## src/rtl/pool_out_fifo_if.sv

```systemverilog
// Pixel stream bundle between the max-pool stage, the output FIFO and the next layer.
// Master side drives the write strobe/data and the read request.
// Slave side (the FIFO) returns read data, status flags and frame markers.
interface pool_out_fifo_if #(
  parameter int Datawidth = 16,
  parameter int Addr_W    = 4
);
  logic [Datawidth-1:0] In;
  logic                 Valid_IN;
  logic                 Rd_EN;
  logic [Datawidth-1:0] Out;
  logic                 Valid_OUT;
  logic                 Full;
  logic                 Empty;
  logic [Addr_W:0]      Count;
  logic                 Frame_Done;
  logic                 Overflow;

  modport master (
    output In, Valid_IN, Rd_EN,
    input  Out, Valid_OUT, Full, Empty, Count, Frame_Done, Overflow
  );

  modport slave (
    input  In, Valid_IN, Rd_EN,
    output Out, Valid_OUT, Full, Empty, Count, Frame_Done, Overflow
  );
endinterface

```

## src/rtl/pool_out_fifo.sv

```systemverilog
// Collects pooled pixels into a FIFO, releases them on Rd_EN and flags frame completion.
// Read latency 1 cycle (Out/Valid_OUT registered); Frame_Done one cycle after the last write.
// No input backpressure: writes arriving while full are dropped and latch Overflow.
module pool_out_fifo #(
  parameter int Datawidth  = 16,
  parameter int Depth      = 16,
  parameter int Addr_W     = 4,
  parameter int Frame_Size = 4
) (
  input logic           CLK,
  input logic           CLR,
  pool_out_fifo_if.slave bus
);

  localparam logic [Addr_W:0] FULL_CNT = (Addr_W+1)'(Depth);
  localparam int              FC_W     = (Frame_Size > 1) ? $clog2(Frame_Size) : 1;
  localparam logic [FC_W-1:0] FC_LAST  = FC_W'(Frame_Size - 1);

  logic [Datawidth-1:0] mem [Depth];
  logic [Addr_W-1:0]    wptr, rptr;
  logic [Addr_W:0]      cnt, cnt_nxt;
  logic                 full_q, empty_q, ovf_q, fd_q, vld_q;
  logic [Datawidth-1:0] out_q;
  logic [FC_W-1:0]      fcnt;
  logic                 wr_ok, rd_ok;

  // A read frees a slot in the same cycle, so a full FIFO still accepts a concurrent write.
  assign rd_ok = bus.Rd_EN & ~empty_q;
  assign wr_ok = bus.Valid_IN & (~full_q | rd_ok);

  // Next occupancy; drives the registered Full/Empty so they track Count exactly.
  always_comb begin
    cnt_nxt = cnt;
    case ({wr_ok, rd_ok})
      2'b10:   cnt_nxt = cnt + 1'b1;
      2'b01:   cnt_nxt = cnt - 1'b1;
      default: cnt_nxt = cnt;
    endcase
  end

  // Storage array; contents are don't-care after reset so it carries no reset.
  always_ff @(posedge CLK) begin
    if (wr_ok) mem[wptr] <= bus.In;
  end

  // Pointers, occupancy and status flags.
  always_ff @(posedge CLK or posedge CLR) begin
    if (CLR) begin
      wptr    <= '0;
      rptr    <= '0;
      cnt     <= '0;
      full_q  <= 1'b0;
      empty_q <= 1'b1;
      ovf_q   <= 1'b0;
    end else begin
      if (wr_ok) wptr <= wptr + 1'b1;
      if (rd_ok) rptr <= rptr + 1'b1;
      cnt     <= cnt_nxt;
      full_q  <= (cnt_nxt == FULL_CNT);
      empty_q <= (cnt_nxt == '0);
      if (bus.Valid_IN & ~wr_ok) ovf_q <= 1'b1;
    end
  end

  // Registered read port: Out holds its last value between reads.
  always_ff @(posedge CLK or posedge CLR) begin
    if (CLR) begin
      out_q <= '0;
      vld_q <= 1'b0;
    end else begin
      vld_q <= rd_ok;
      if (rd_ok) out_q <= mem[rptr];
    end
  end

  // Frame counter advances on every strobe, dropped or not, to stay aligned with the pool stage.
  always_ff @(posedge CLK or posedge CLR) begin
    if (CLR) begin
      fcnt <= '0;
      fd_q <= 1'b0;
    end else begin
      fd_q <= 1'b0;
      if (bus.Valid_IN) begin
        if (fcnt == FC_LAST) begin
          fcnt <= '0;
          fd_q <= 1'b1;
        end else begin
          fcnt <= fcnt + 1'b1;
        end
      end
    end
  end

  assign bus.Out        = out_q;
  assign bus.Valid_OUT  = vld_q;
  assign bus.Full       = full_q;
  assign bus.Empty      = empty_q;
  assign bus.Count      = cnt;
  assign bus.Frame_Done = fd_q;
  assign bus.Overflow   = ovf_q;

endmodule
```

## src/flat_wrapper.sv

```systemverilog
// flat-port wrapper written by rule: the top's interface ports become plain ports
module pool_out_fifo_flat 
#(
  parameter int Datawidth  = 16,
  parameter int Depth      = 16,
  parameter int Addr_W     = 4,
  parameter int Frame_Size = 4
)
  (CLK, CLR, bus_In, bus_Valid_IN, bus_Rd_EN, bus_Out, bus_Valid_OUT, bus_Full, bus_Empty, bus_Count, bus_Frame_Done, bus_Overflow);
  pool_out_fifo_if #(.Datawidth(Datawidth), .Addr_W(Addr_W)) bus_i ();
  input logic CLK;
  input logic CLR;
  input wire logic [$bits(bus_i.In)-1:0] bus_In;
  input wire logic [$bits(bus_i.Valid_IN)-1:0] bus_Valid_IN;
  input wire logic [$bits(bus_i.Rd_EN)-1:0] bus_Rd_EN;
  output wire logic [$bits(bus_i.Out)-1:0] bus_Out;
  output wire logic [$bits(bus_i.Valid_OUT)-1:0] bus_Valid_OUT;
  output wire logic [$bits(bus_i.Full)-1:0] bus_Full;
  output wire logic [$bits(bus_i.Empty)-1:0] bus_Empty;
  output wire logic [$bits(bus_i.Count)-1:0] bus_Count;
  output wire logic [$bits(bus_i.Frame_Done)-1:0] bus_Frame_Done;
  output wire logic [$bits(bus_i.Overflow)-1:0] bus_Overflow;
  assign bus_i.In = bus_In;
  assign bus_i.Valid_IN = bus_Valid_IN;
  assign bus_i.Rd_EN = bus_Rd_EN;
  assign bus_Out = bus_i.Out;
  assign bus_Valid_OUT = bus_i.Valid_OUT;
  assign bus_Full = bus_i.Full;
  assign bus_Empty = bus_i.Empty;
  assign bus_Count = bus_i.Count;
  assign bus_Frame_Done = bus_i.Frame_Done;
  assign bus_Overflow = bus_i.Overflow;
  pool_out_fifo #(.Datawidth(Datawidth), .Depth(Depth), .Addr_W(Addr_W), .Frame_Size(Frame_Size)) u_core (.CLK(CLK), .CLR(CLR), .bus(bus_i));
endmodule
```

## config.mk

```make
export PLATFORM = sky130hd
export DESIGN_NAME = pool_out_fifo_flat
export DESIGN_NICKNAME = d
export VERILOG_FILES = /design/src/rtl/pool_out_fifo_if.sv /design/src/rtl/pool_out_fifo.sv /design/src/flat_wrapper.sv
export SDC_FILE = /design/constraint.sdc
export NUM_CORES = 1
export LEC_CHECK = 0
export ABC_AREA = 1
export ABC_CLOCK_PERIOD_IN_PS = 2400
export CORE_MARGIN = 5
export CORE_UTILIZATION = 44
export CTS_CLUSTER_DIAMETER = 30
export CTS_CLUSTER_SIZE = 28
export DETAILED_ROUTE_END_ITERATION = 10
export PLACE_DENSITY = 0.6
export SYNTH_ARGS = -nofsm -noshare
export SYNTH_HDL_FRONTEND = slang
export SYNTH_SLANG_ARGS = --single-unit
```

## constraint.sdc

```tcl
create_clock -name CLK -period 2.4 [get_ports CLK]
set_input_delay 0.24 -clock CLK [delete_from_list [all_inputs] [get_ports CLK]]
set_output_delay 0.24 -clock CLK [all_outputs]
set_load 0.02 [all_outputs]
```

# Yosys cells after proc, flatten, opt, wreduce, memory -nomap -nowiden
# Memory sizes are Yosys's and may differ from the RTL's. A register that Yosys moved wholly into a read port is not among the register bits.
# Index checks and enable logic that the tools add are counted.
[word_totals]
register_bits = 20
latchBits = 0
ramBits = 256
rom_bits = 0
input_bits = 20
output_inout_bits = 26
mem_count = 1
[mem_list]
columns = ["memory", "depth", "word_bits", "read_ports", "rd_clocked_by_memory_dff", "write_ports", "line_no", "rtl"]
rows = [
  ["u_core.mem", 16, 16, 1, 1, 1, "pool_out_fifo.sv:19", "logic [Datawidth-1:0] mem [Depth];"],
]
[op_classes]
n_addsub = 5
multipliers = 0
n_div = 0
magnitude_cmp = 0
n_eq_ne = 4
shifts = 0
n_mux = 6
n_bitwise = 7
n_reduce_logical = 1
[op_table]
columns = ["op", "count"]
rows = [
  ["5-bit one-hot mux with 2 select lines", 1],
  ["4-bit by 1-bit adder with 4-bit output (second input constant)", 2],
  ["5-bit by 1-bit adder with 5-bit output (second input constant)", 1],
  ["5-bit == test (second input constant)", 1],
  ["5-bit zero test", 1],
  ["5-bit by 1-bit subtractor with 5-bit output (second input constant)", 1],
  ["2-bit == test (second input constant)", 2],
  ["1-bit two-way mux", 4],
  ["1-bit bitwise AND", 3],
  ["1-bit inverter", 3],
  ["2-bit by 1-bit adder with 2-bit output (second input constant)", 1],
  ["2-bit by 1-bit == test with 1-bit output (second input constant)", 1],
  ["2-bit two-way mux", 1],
  ["1-bit OR", 1],
]

# Longest topological paths before layout
[depth]
ltp_word = 7
depth_mapped = 19
depth_no_buf = 19

# Worst setup path before layout
# No wires, ideal clock.
[synth_path]
path_kind = "reg-to-reg"
start = "register u_core.empty_q, in the netlist u_core.bus.Empty"
end = "register u_core.full_q, in the netlist u_core.bus.Full"
setup_ns = 0.071
arrival_time_ns = 2.209
t_required_ns = 2.329
setup_slack_ns = 0.119
path_stages_with_launch = 15
n_path_buf = 0
cell_sequence = "dfstp_2 > nor2_2 > inv_2 > nand2_1 > nand2_1 > ha_1 > nor2_1 > nor2_1 > ha_1 > nand2_1 > nand2_1 > or2_0 > nor2_1 > nand3_1 > nor2_1"
[synth_via]
elab_chain_cells = 7
[synth_rtl]
columns = ["element", "line_no", "rtl"]
rows = [
  ["start, declared", "pool_out_fifo.sv:22", "logic full_q, empty_q, ovf_q, fd_q, vld_q;"],
  ["start signal, assigned", "pool_out_fifo.sv:60", "empty_q <= (cnt_nxt == '0);"],
  ["1-bit inverter (*)", "pool_out_fifo.sv:28", "assign rd_ok = bus.Rd_EN & ~empty_q;"],
  ["1-bit bitwise AND (*)", "pool_out_fifo.sv:28", ""],
  ["1-bit OR", "pool_out_fifo.sv:29", "assign wr_ok = bus.Valid_IN & (~full_q | rd_ok);"],
  ["1-bit bitwise AND", "pool_out_fifo.sv:29", ""],
  ["2-bit by 1-bit == test with 1-bit output / 2-bit == test (equally long branches)", "pool_out_fifo.sv:34", "case ({wr_ok, rd_ok})"],
  ["5-bit one-hot mux with 2 select lines (*)", "pool_out_fifo.sv:34", ""],
  ["via u_core.cnt_nxt[1]", "pool_out_fifo.sv:21", "logic [Addr_W:0] cnt, cnt_nxt;"],
  ["5-bit == test (*)", "pool_out_fifo.sv:59", "full_q <= (cnt_nxt == FULL_CNT);"],
  ["end signal, assigned", "pool_out_fifo.sv:59", ""],
  ["end, declared", "pool_out_fifo.sv:22", ""],
]
# The timed path passes the listed nets; every way through them passes the cells marked *.
# A chain may end at the register's enable or synchronous reset.

# Worst setup path in the final report
# Same ends and word-level chain as after synthesis.

==> impl_results.md <==
* Slew Limit Headroom at 47.3%
* Fmax at 466 MHz
* Mux contribution to synthesized area at 0.0952%
* Die X at 174 um
* # clock sinks at 292
* WP data arrival at 2.61 ns
* DRT iter0 DRCs at 652
* Final Cycle Share at 89.3%
* TritonCTS clock tree: yes
* Mapped cell area at 11800 um2
* H-tree depth at 2
* Number of synthesized flops with an enable pin at 256
* Clk network pwr share at 35.5%
* Leak at 5.40 nW
* Post-Syn Instances at 999
* Internal power at 13.0 mW
* Fin. max-slew vios at 0
* Routed wire per std cell at 19.0 um
* Clock root buffer: clkbuf_16
* Synth Area in XOR/XNOR at 0.518%
* Die area at 30300 um2
* Ys flop type: edfxtp_1
* PD cells at 1350 nW/um2
* Yosys warning count at 0
* Max-cap viol count at 0
* Synth Net Count at 1028
* Multi-input logic area at 2820 um2
* RSZ-0062 raised after global routing: no
* Initial antenna violation count at 0
* Worst-path clk slew at 0.05 ns
* Dominant cells by area after synthesis: edfxtp_1 (65%), dfrtp_1 (7.4%), nor2_1 (5.7%)
* Switching Power at 6.83 mW
* Critical Path Source Type: register
* GPL Wtd Cong at 0.811
* Final TNS setup at 0 ns
* Worst-Skew Late Latency at 0.55 ns
* Vias at 7675
* Switching Share at 34.4%
* Core Area at 26700 um2
* # fillers at 2256
* First-pass GRT wire length at 43700 um
* Dpl ws at -0.103 ns
* Share of the synthesized area in the top cell type at 65.0%
* Synth Area in Simple Gates at 14.3%
* Cell count of the worst hold path at 4
* Max clock buf depth at 3
* Ant. Diodes at 0
* DR vias/cell at 5.23
* WS Path Type: register to register
* WHS at 0.453 ns
* Clock period minus worst slack at 2.14 ns
* Synthesized-area fraction occupied by adder cells at 0.952%
* Placed Cells at 1375
* #FFs+latches synth at 292
* Synth Area in Compound Gates at 7.65%
* Initial Utilization at 44.3%
* # setup viols final at 0
* Worst Max-Slew Pin Slew at 0.789 ns
* Status: completed
* Die Y at 174 um
* Layout Utilization at 55.2%
* Final nets at 1116
* Post-Syn Area per Cell at 11.8 um2
* Share of layout cells above drive strength 1 at 13.8%
* Vias in the first global route at 7568
* Min-Delay Path Class: primary input to register
* GRT Residual Overflow at 0
* TritonCTS Buffers at 50
* Final wirelength at 27900 um
* Critical Path RT at 2.86 ns
* Dominant combinational cell family by area after synthesis: simple AND/OR/NAND/NOR gates
* VDD IR-drop max at 0.665 mV
* Yosys cell types at 28
* Syn-to-layout area delta at 24.6%
* GRT Util Overall at 18.5%
* Crit path max fanout at 9
* Sequential share of power at 33.5%
* Largest net degree at the start of global routing at 76
* Cell with the most instances after synthesis: edfxtp_1
* TritonRoute pass-1 iters at 5
* Final hold vios at 0
* Register Area at 8590 um2
* Worst setup EP type: register
* # rows at 60
* Setup ws final at 0.256 ns
* Antenna Nets Post-Route at 0
* Async S/R FF share, synth at 12.3%
* R2r worst-path depth at 13
* Synth area leader: edfxtp_1
* Most frequent cells after synthesis: edfxtp_1 (256), nor2_1 (180), nand2_1 (137), o21ai_1 (87), o21ai_0 (73)
* PortBufs at 45
* Final Skew at 0.0189 ns
* DRC viols at 0
* Non-Filler Instances at 1468
* Sequential-to-total area share from yosys stat at 72.6%
* Boundary Pins at 46
* Post-DP HPWL at 16500 um
* Logic pwr share at 31.0%
[worst max-delay path, stage by stage (launching register included)]
cell     delay [ns]
dfstp_2        0.54
nor2_2         0.06
buf_4          0.16
ha_2           0.19
nand2_1        0.05
inv_1          0.05
nor2_2         0.11
ha_1           0.24
nand2_1        0.06
nand2_1        0.06
or2_0          0.21
nor2_1         0.12
nand3_1        0.10
nor2_1         0.11
[placed cells by master, fill, tap and decap left out, types with 3 or more instances in the layout]
cell type        count
edfxtp_1           256
nor2_1             165
nand2_1            137
o21ai_1             87
o21ai_0             73
nand3_1             56
clkbuf_16           51
clkdlybuf4s50_1     45
inv_1               36
nor3_1              35
dfrtp_1             33
buf_4               24
buf_12              20
a21oi_1             19
nor2_2              16
ha_1                 8
clkinv_1             7
clkinv_4             7
clkinv_2             7
xor2_1               6
inv_6                6
bufinv_16            6
clkinvlp_4           5
inv_2                3
nand4_1              3
clkbuf_1             3
[power by group through the flow]
stage          logic [mW]  clock network, mW  registers [mW]
6_report             6.16               7.06            6.65
3_5_place_dp         6.22                  0            6.74
4_1_cts              6.25               7.16            6.65
5_1_grt              6.90               7.40            6.71
2_1_floorplan        3.78                  0            6.91
3_3_place_gp         6.17                  0            6.73
[registers in the layout (all words and copies together) (netlist names)]
signal                 flops
u_core.bus.Count           5
u_core.bus.Empty           1
u_core.bus.Frame_Done      1
u_core.bus.Full            1
u_core.bus.Out            16
u_core.bus.Overflow        1
u_core.bus.Valid_OUT       1
u_core.fcnt                2
u_core.mem               256
u_core.rptr                4
u_core.wptr                4
[metal layers]
layer | part of all wire [%] | global-route usage, %
met3 | 6.3 | 3.48
met1 | 43 | 25.5
met5 | 0 | 0
met2 | 48 | 29.7
met4 | 2.6 | 6.53
[kinds of logic (layout without fill, tap and decap cells)]
logic type,Yosys count,count (layout)
AO/OA/AOI/OAI,180,180
XOR/XNOR,7,7
adder cells (fa/ha/maj),9,9
flip-flops,292,292
buffers and inverters,96,224
multiplexers,1,1
AND/OR/NAND/NOR,414,414
[final cells by class]
cell class              count  share of cell area (%)
clock buffers              54                    8.73
clock inverters            38                    2.83
inverters                  42                    1.09
multi-input cells         611                    19.1
flip-flops and latches    292                    58.3
well taps                 341                    2.89
repair buffers             90                    7.06
[through the flow]
stage          power (mW)  area [um2]
2_1_floorplan        10.7       11800
3_3_place_gp         12.9       13000
3_5_place_dp         13.0       13000
4_1_cts              20.1       14700
5_1_grt              21.0       14700
6_report             19.9       14700
[final timing paths]
path	from	to	slack [ns]
min reg2reg	u_core.bus.Overflow	u_core.bus.Overflow	0.47
min in group asynchronous	CLR	u_core.bus.Out[12]	0.54
max	u_core.bus.Empty	u_core.bus.Full	0.26
min	bus_Valid_IN	u_core.bus.Frame_Done	0.45
max reg2reg	u_core.bus.Empty	u_core.bus.Full	0.26
max in group asynchronous	CLR	u_core.bus.Empty	1.12
[timing repair]
action / CTS / global route
gates resized for setup: 0 / 2
endpoints found under the hold margin: 13 / 0
setup endpoints to repair: 0 / 2
buffers inserted: 0 / 0
hold buffers: 1 / 0
Power figures use the tool's default switching activity.
